File: config.mk
export PLATFORM = sky130hd
export DESIGN_NAME = ps2_host_tx
export DESIGN_NICKNAME = d
export VERILOG_FILES = /design/src/rtl/ps2_host_tx.sv
export SDC_FILE = /design/constraint.sdc
export NUM_CORES = 1
export LEC_CHECK = 0
export BUFFER_PORTS_ARGS = -buffer_cell sky130_fd_sc_hd__buf_2
export CORE_MARGIN = 1
export CORE_UTILIZATION = 63
export DETAILED_ROUTE_END_ITERATION = 10
export PLACE_DENSITY = 0.88
export SLEW_MARGIN = 15
export SYNTH_ARGS = -nofsm -noshare
export SYNTH_HDL_FRONTEND = slang
export SYNTH_SLANG_ARGS = --single-unit
File: constraint.sdc
create_clock -name CLK -period 5.06 [get_ports CLK]
set_clock_uncertainty 0.2 [all_clocks]
set_input_delay 0.253 -clock CLK [delete_from_list [all_inputs] [get_ports CLK]]
set_output_delay 0.253 -clock CLK [all_outputs]
set_load 0.01 [all_outputs]
File: src/rtl/ps2_host_tx.sv
// Host-to-device PS/2 transmitter.
// Sequence: inhibit the clock, send the start bit, 8 data bits LSB first and
// odd parity on device clock falling edges, release for stop, then check the
// device ACK. Lines are driven through active-high pull-low enables.
// Optional macro PS2_TX_RETRY_EN: a NACK or timeout re-sends the latched byte
// up to twice before TX_ERR is raised.
module ps2_host_tx #(
  parameter int unsigned INHIBIT_CYCLES = 5000,
  parameter int unsigned TIMEOUT_CYCLES = 750000,
  parameter int unsigned SYNC_STAGES    = 2
) (
  input  logic       CLK,
  input  logic       RST_N,
  input  logic [7:0] TX_DATA,
  input  logic       TX_VALID,
  output logic       TX_READY,
  output logic       TX_DONE,
  output logic       TX_ERR,
  output logic       BUSY,
  input  logic       PS2_CLK_IN,
  input  logic       PS2_DATA_IN,
  output logic       PS2_CLK_OE,
  output logic       PS2_DATA_OE
);

  localparam int unsigned SYNC_N = (SYNC_STAGES < 2) ? 2 : SYNC_STAGES;
  localparam int unsigned INH_W  = $clog2(INHIBIT_CYCLES + 1);
  localparam int unsigned TMO_W  = $clog2(TIMEOUT_CYCLES + 1);
  localparam logic [INH_W-1:0] INH_LAST = INH_W'(INHIBIT_CYCLES);
  localparam logic [INH_W-1:0] INH_PRE  = INH_W'(INHIBIT_CYCLES - 1);
  localparam logic [TMO_W-1:0] TMO_MAX  = TMO_W'(TIMEOUT_CYCLES);

  typedef enum logic [2:0] {
    S_IDLE, S_INHIBIT, S_START, S_DATA, S_PARITY, S_ACK, S_WAIT_IDLE
  } state_t;

  state_t              state_q, state_d;
  logic [SYNC_N-1:0]   clk_sync_q, clk_sync_d;
  logic [SYNC_N-1:0]   data_sync_q, data_sync_d;
  logic                clk_prev_q, clk_prev_d;
  logic [7:0]          byte_q, byte_d;
  logic                parity_q, parity_d;
  logic [3:0]          bit_cnt_q, bit_cnt_d;
  logic [INH_W-1:0]    inh_cnt_q, inh_cnt_d;
  logic [TMO_W-1:0]    tmo_cnt_q, tmo_cnt_d;
  logic                clk_oe_q, clk_oe_d;
  logic                data_oe_q, data_oe_d;
  logic                done_q, done_d;
  logic                err_q, err_d;
  logic                busy_q, busy_d;
  logic                ready_q, ready_d;
`ifdef PS2_TX_RETRY_EN
  logic [1:0]          retry_q, retry_d;
`endif

  logic clk_s_c;
  logic data_s_c;
  logic falling_edge_c;
  logic fail_c;

  assign clk_s_c        = clk_sync_q[SYNC_N-1];
  assign data_s_c       = data_sync_q[SYNC_N-1];
  assign falling_edge_c = clk_prev_q & ~clk_s_c;

  assign TX_READY    = ready_q;
  assign TX_DONE     = done_q;
  assign TX_ERR      = err_q;
  assign BUSY        = busy_q;
  assign PS2_CLK_OE  = clk_oe_q;
  assign PS2_DATA_OE = data_oe_q;

  // Shift the sensed lines through the synchronizer chain; remember last clock.
  always_comb begin
    clk_sync_d  = {clk_sync_q[SYNC_N-2:0], PS2_CLK_IN};
    data_sync_d = {data_sync_q[SYNC_N-2:0], PS2_DATA_IN};
    clk_prev_d  = clk_s_c;
  end

  // Next-state, counters and registered-output values for the frame sequencer.
  always_comb begin
    state_d   = state_q;
    byte_d    = byte_q;
    parity_d  = parity_q;
    bit_cnt_d = bit_cnt_q;
    inh_cnt_d = inh_cnt_q;
    tmo_cnt_d = tmo_cnt_q;
    clk_oe_d  = clk_oe_q;
    data_oe_d = data_oe_q;
    done_d    = 1'b0;
    err_d     = 1'b0;
    fail_c    = 1'b0;
`ifdef PS2_TX_RETRY_EN
    retry_d   = retry_q;
`endif

    case (state_q)
      S_IDLE: begin
        clk_oe_d  = 1'b0;
        data_oe_d = 1'b0;
        if (TX_VALID) begin
          byte_d    = TX_DATA;
          parity_d  = ~^TX_DATA;
          bit_cnt_d = 4'd0;
          inh_cnt_d = '0;
          clk_oe_d  = 1'b1;
          state_d   = S_INHIBIT;
`ifdef PS2_TX_RETRY_EN
          retry_d   = 2'd0;
`endif
        end
      end

      S_INHIBIT: begin
        if (inh_cnt_q == INH_LAST) begin
          // Start bit already on the line; now hand the clock to the device.
          clk_oe_d  = 1'b0;
          data_oe_d = 1'b1;
          tmo_cnt_d = '0;
          state_d   = S_START;
        end else begin
          inh_cnt_d = inh_cnt_q + INH_W'(1);
          clk_oe_d  = 1'b1;
          data_oe_d = (inh_cnt_q == INH_PRE);
        end
      end

      S_START, S_DATA, S_PARITY, S_ACK, S_WAIT_IDLE: begin
        tmo_cnt_d = falling_edge_c ? '0 : tmo_cnt_q + TMO_W'(1);
        if (state_q == S_WAIT_IDLE && clk_s_c && data_s_c) begin
          clk_oe_d  = 1'b0;
          data_oe_d = 1'b0;
          done_d    = 1'b1;
          state_d   = S_IDLE;
        end else if (falling_edge_c) begin
          case (state_q)
            S_START: begin
              data_oe_d = ~byte_q[0];
              bit_cnt_d = 4'd1;
              state_d   = S_DATA;
            end
            S_DATA: begin
              if (bit_cnt_q == 4'd8) begin
                data_oe_d = ~parity_q;
                state_d   = S_PARITY;
              end else begin
                data_oe_d = ~byte_q[bit_cnt_q[2:0]];
                bit_cnt_d = bit_cnt_q + 4'd1;
              end
            end
            S_PARITY: begin
              data_oe_d = 1'b0;
              state_d   = S_ACK;
            end
            S_ACK: begin
              if (!data_s_c) state_d = S_WAIT_IDLE;
              else           fail_c  = 1'b1;
            end
            default: ;
          endcase
        end else if (tmo_cnt_q == TMO_MAX) begin
          fail_c = 1'b1;
        end
      end

      default: begin
        clk_oe_d  = 1'b0;
        data_oe_d = 1'b0;
        state_d   = S_IDLE;
      end
    endcase

    // NACK or timeout: release the lines and report, or retry if enabled.
    if (fail_c) begin
      clk_oe_d  = 1'b0;
      data_oe_d = 1'b0;
      err_d     = 1'b1;
      state_d   = S_IDLE;
`ifdef PS2_TX_RETRY_EN
      if (retry_q != 2'd2) begin
        retry_d   = retry_q + 2'd1;
        err_d     = 1'b0;
        clk_oe_d  = 1'b1;
        inh_cnt_d = '0;
        bit_cnt_d = 4'd0;
        state_d   = S_INHIBIT;
      end
`endif
    end

    ready_d = (state_d == S_IDLE);
    busy_d  = ~ready_d;
  end

  // Synchronizer and edge-detect flops, preset to the idle-high line level.
  always_ff @(posedge CLK or negedge RST_N) begin
    if (!RST_N) begin
      clk_sync_q  <= '1;
      data_sync_q <= '1;
      clk_prev_q  <= 1'b1;
    end else begin
      clk_sync_q  <= clk_sync_d;
      data_sync_q <= data_sync_d;
      clk_prev_q  <= clk_prev_d;
    end
  end

  // Sequencer state, counters and registered outputs; reset releases both lines.
  always_ff @(posedge CLK or negedge RST_N) begin
    if (!RST_N) begin
      state_q   <= S_IDLE;
      byte_q    <= '0;
      parity_q  <= 1'b0;
      bit_cnt_q <= '0;
      inh_cnt_q <= '0;
      tmo_cnt_q <= '0;
      clk_oe_q  <= 1'b0;
      data_oe_q <= 1'b0;
      done_q    <= 1'b0;
      err_q     <= 1'b0;
      busy_q    <= 1'b0;
      ready_q   <= 1'b1;
`ifdef PS2_TX_RETRY_EN
      retry_q   <= '0;
`endif
    end else begin
      state_q   <= state_d;
      byte_q    <= byte_d;
      parity_q  <= parity_d;
      bit_cnt_q <= bit_cnt_d;
      inh_cnt_q <= inh_cnt_d;
      tmo_cnt_q <= tmo_cnt_d;
      clk_oe_q  <= clk_oe_d;
      data_oe_q <= data_oe_d;
      done_q    <= done_d;
      err_q     <= err_d;
      busy_q    <= busy_d;
      ready_q   <= ready_d;
`ifdef PS2_TX_RETRY_EN
      retry_q   <= retry_d;
`endif
    end
  end

endmodule

==> flow_metrics.tcl <==
set metrics [dict create \
    syn-instance-count 358 \
    fmaxAchievable_mhz 392 \
    die-area_um2 5640 \
    synth_sequential_area_ratio_pct 44.8 \
    fp.dieW_um 75.1 \
    cp.arrival_ns 2.63 \
    yosysUniqueCellTypes 63 \
    top_area_cells_in_the_synthesized_netlist "sky130_fd_sc_hd__dfrtp_1 (40%), sky130_fd_sc_hd__dfstp_2 (4.7%), sky130_fd_sc_hd__nor2_1 (4.6%)" \
    timing_hold_violations_final 0 \
    timing.final.crit_share_pct 50.5 \
    clkTransAtPathRegs_ns 0.06 \
    worstRegToRegCells 5 \
    dr_total_vias 2959 \
    synth_edf_count 0 \
    area_of_the_core_um2 5140 \
    hold_path_class "reg -> reg" \
    p_seq_share_pct 50.6 \
    critical_path.reg2reg.startpoint "state_q[1]" \
    fin_tns_setup_ns 0 \
    postRouteAntennaNets 0 \
    grt-ovfl-total 0 \
    r2r-end "tmo_cnt_q[19]" \
    synth_fp_nets 377 \
    crit_path_max_fanout 22 \
    place.port_buffers 18 \
    timing.critical_path.from_type "flop" \
    place_congestion 0.871 \
    required_time_of_the_critical_path_ns 5.14 \
    grt_use_total_pct 29.7 \
    synth-seq-cells 60 \
    post_route_cells_drive_above_1_share_pct 16.3 \
    initial_core_util_pct 65.5 \
    slew_headroom_pct 32.9 \
    drt_iter0_drc 352 \
    power.combinational.fraction_pct 17.8 \
    wl_mm 7.65 \
    drt-vias-per-instance 6.47 \
    share_of_the_synthesized_area_in_the_top_cell_type_pct 40.2 \
    post-route-min-period_ns 2.55 \
    worstMarginPinSlew_ns 1.00 \
    reg2reg_setup_slack_ns 2.51 \
    final_slew_violations 0 \
    timing.final.setup_violations 0 \
    rows 26 \
    grt_setup_unrepaired "false" \
    grt_antenna_before_repair 0 \
    dr.pass1.iters 5 \
    design_area_um2 3780 \
    cts_sinks 60 \
    floorplan.die.height_um 75.1 \
    worst_hold_startpoint "data_sync_q[0]" \
    cts_tree "done" \
    power.density_cell_area_nw_per_um2 331 \
    flip_flop_cell_with_the_highest_count_after_synthesis "sky130_fd_sc_hd__dfrtp_1" \
    clock_tree_buf_depth 2 \
    power_leakage_nw 1.59 \
    finalNetCount 401 \
    holdPathEnd "data_sync_q[1]" \
    grt_start_max_net_pins 61 \
    hpwlAfterDp_mm 4.94 \
    synthToLayoutAreaGrowth_pct 12.3 \
    p_int_w 0.000889 \
    grt_first_pass_wirelength_mm 12.4 \
    power_w 0.00125 \
    power.switching_fraction_pct 28.9 \
    clkPwrFrac_pct 31.6 \
    via_count_of_the_first_global_routing_pass 2628 \
    total_number_of_h_tree_levels 3 \
    max-vdd-ir-drop_v 0.000207 \
    insertedDiodeCount 0 \
    insertion_delay_ns 0.35 \
    synth.yosys.warnings 0 \
    yosys.area.top_type "sky130_fd_sc_hd__dfrtp_1" \
    timing.hold.worst_path_depth 0 \
    cts_inserted_buffers 9 \
    total_switching_power_w 0.000362 \
    setup.worst_path.class "reg -> reg" \
    syn_std_cell_area_um2 3360 \
    synth.avg_cell_area_um2 9.40 \
    timing.critical_path.to_type "flop" \
    drc 0 \
    clock-root-buffer "sky130_fd_sc_hd__clkbuf_8" \
    async_reset_ff_share_pct 100 \
    run_status "complete, no violations" \
    maxCapViolations 0 \
    placement.cell_area_um2 3490 \
    num_io_pins 19 \
    route.detailed.wl_per_inst_um 16.7 \
    fillCellCount 368 \
]
-- what timing repair did --
item                                    in CTS  in global routing
hold endpoints to repair                    64                  0
resized for setup                            0                  0
buffers inserted                             0                  0
endpoints found under the setup margin       0                  0
hold buffers                                11                  0
-- logic make-up (layout without fill, tap and decap cells) --
kind of cell	count (synthesis)	count (layout)	share of synthesized area [%]
simple gates	150	150	24.4
compound gates	82	82	15.5
flops	60	60	44.8
buf+inv	30	59	3.53
xor+xnor	17	17	4.43
mux	13	13	5.02
fa+ha+maj	6	6	2.23
-- flip-flops by register name, indices dropped and copies added (netlist names), 2 cells and up --
signal       flops
state_q          3
clk_sync_q       2
bit_cnt_q        4
byte_q           8
inh_cnt_q       13
data_sync_q      2
tmo_cnt_q       20
-- power by group through the flow --
stage,Combinational [W],Sequential (W),Clock (W)
2_1_floorplan,0.000164,0.000610,0
3_3_place_gp,0.000195,0.000628,0
3_5_place_dp,0.000208,0.000636,0
4_1_cts,0.000219,0.000629,0.000400
5_1_grt,0.000250,0.000643,0.000421
6_report,0.000222,0.000634,0.000396
-- worst max-delay path, cell delays in order, from the launching register on --
cell	delay (ns)
sky130_fd_sc_hd__dfrtp_1	0.72
sky130_fd_sc_hd__nor2_1	0.24
sky130_fd_sc_hd__nor3_2	0.85
sky130_fd_sc_hd__nand2_1	0.13
sky130_fd_sc_hd__a41oi_1	0.21
sky130_fd_sc_hd__a221o_1	0.13
-- cells in the mapped netlist, types with 3 or more instances --
master and instances:
sky130_fd_sc_hd__buf_2 5, sky130_fd_sc_hd__clkbuf_1 13, sky130_fd_sc_hd__ha_1 6, sky130_fd_sc_hd__a31oi_1 6, sky130_fd_sc_hd__nand3_1 18, sky130_fd_sc_hd__and2_1 3, sky130_fd_sc_hd__o31ai_1 4, sky130_fd_sc_hd__nor3_1 10
sky130_fd_sc_hd__and4_1 4, sky130_fd_sc_hd__xnor2_1 11, sky130_fd_sc_hd__dfrtp_1 54, sky130_fd_sc_hd__nor2_1 41, sky130_fd_sc_hd__or3_1 4, sky130_fd_sc_hd__a21oi_1 20, sky130_fd_sc_hd__xor2_1 6, sky130_fd_sc_hd__nand3b_1 3
sky130_fd_sc_hd__dfstp_2 6, sky130_fd_sc_hd__nor4_1 5, sky130_fd_sc_hd__nand4_1 6, sky130_fd_sc_hd__mux2_2 11, sky130_fd_sc_hd__o21ai_0 26, sky130_fd_sc_hd__nand2b_1 4, sky130_fd_sc_hd__inv_1 11, sky130_fd_sc_hd__and3_1 6
sky130_fd_sc_hd__nand2_1 25, sky130_fd_sc_hd__or4_1 4
-- final cells by class --
cell class	count	area, um2	share of cell area [%]
flip-flops and latches	60	1510	39.9
clock buffers	14	173	4.57
well taps	70	87.6	2.32
repair buffers	32	223	5.89
clock inverters	2	10.0	0.265
multi-input cells	268	1740	45.9
inverters	11	41.3	1.09
-- worst max path at each step --
stage | start | end | slack [ns] | depth (start not counted)
6_report | state_q[1] | tmo_cnt_q[19] | 2.51 | 5
5_1_grt | state_q[1] | tmo_cnt_q[19] | 2.25 | 5
4_1_cts | state_q[1] | tmo_cnt_q[19] | 2.53 | 5
3_5_place_dp | state_q[1] | tmo_cnt_q[19] | 2.54 | 5
3_3_place_gp | state_q[1] | tmo_cnt_q[19] | 2.68 | 5
2_1_floorplan | inh_cnt_q[10] | tmo_cnt_q[17] | 2.87 | 5
-- per-stage QoR --
step	utilization [%]	instances	hold slack (ns)	setup WS (ns)
floorplan	-	358	-0.243	2.87
finish	73.5	457	0.156	2.51
global placement	67.8	430	0.145	2.68
CTS	73.5	457	0.156	2.53
global route	73.5	457	0.162	2.25
detailed placement	67.8	430	0.147	2.54
-- layout by cell type, fill, tap and decap left out, types with 4 or more instances in the layout --
cell / count
sky130_fd_sc_hd__nor4_1: 5
sky130_fd_sc_hd__nand2b_1: 4
sky130_fd_sc_hd__and3_1: 6
sky130_fd_sc_hd__dfrtp_1: 54
sky130_fd_sc_hd__xnor2_1: 11
sky130_fd_sc_hd__nand2_1: 25
sky130_fd_sc_hd__nor2_1: 41
sky130_fd_sc_hd__or4_1: 4
sky130_fd_sc_hd__o31ai_1: 4
sky130_fd_sc_hd__o21ai_0: 26
sky130_fd_sc_hd__nand3_1: 18
sky130_fd_sc_hd__or3_1: 4
sky130_fd_sc_hd__inv_1: 11
sky130_fd_sc_hd__xor2_1: 6
sky130_fd_sc_hd__a21oi_1: 20
sky130_fd_sc_hd__dlygate4sd3_1: 11
sky130_fd_sc_hd__a31oi_1: 6
sky130_fd_sc_hd__buf_2: 18
sky130_fd_sc_hd__and4_1: 4
sky130_fd_sc_hd__nor3_1: 10
sky130_fd_sc_hd__clkbuf_8: 12
sky130_fd_sc_hd__ha_1: 6
sky130_fd_sc_hd__mux2_2: 11
sky130_fd_sc_hd__dfstp_2: 6
sky130_fd_sc_hd__nand4_1: 6
-- routing by layer --
layer / global-route usage [%] / routed length [um] / part of all wire [%]
met5: 0 / 0 / 0
met4: 15.9 / 146 / 1.9
met3: 6.69 / 562 / 7.3
met2: 45.8 / 3620 / 47
met1: 39.2 / 3330 / 43
Power figures use the tool's default switching activity.
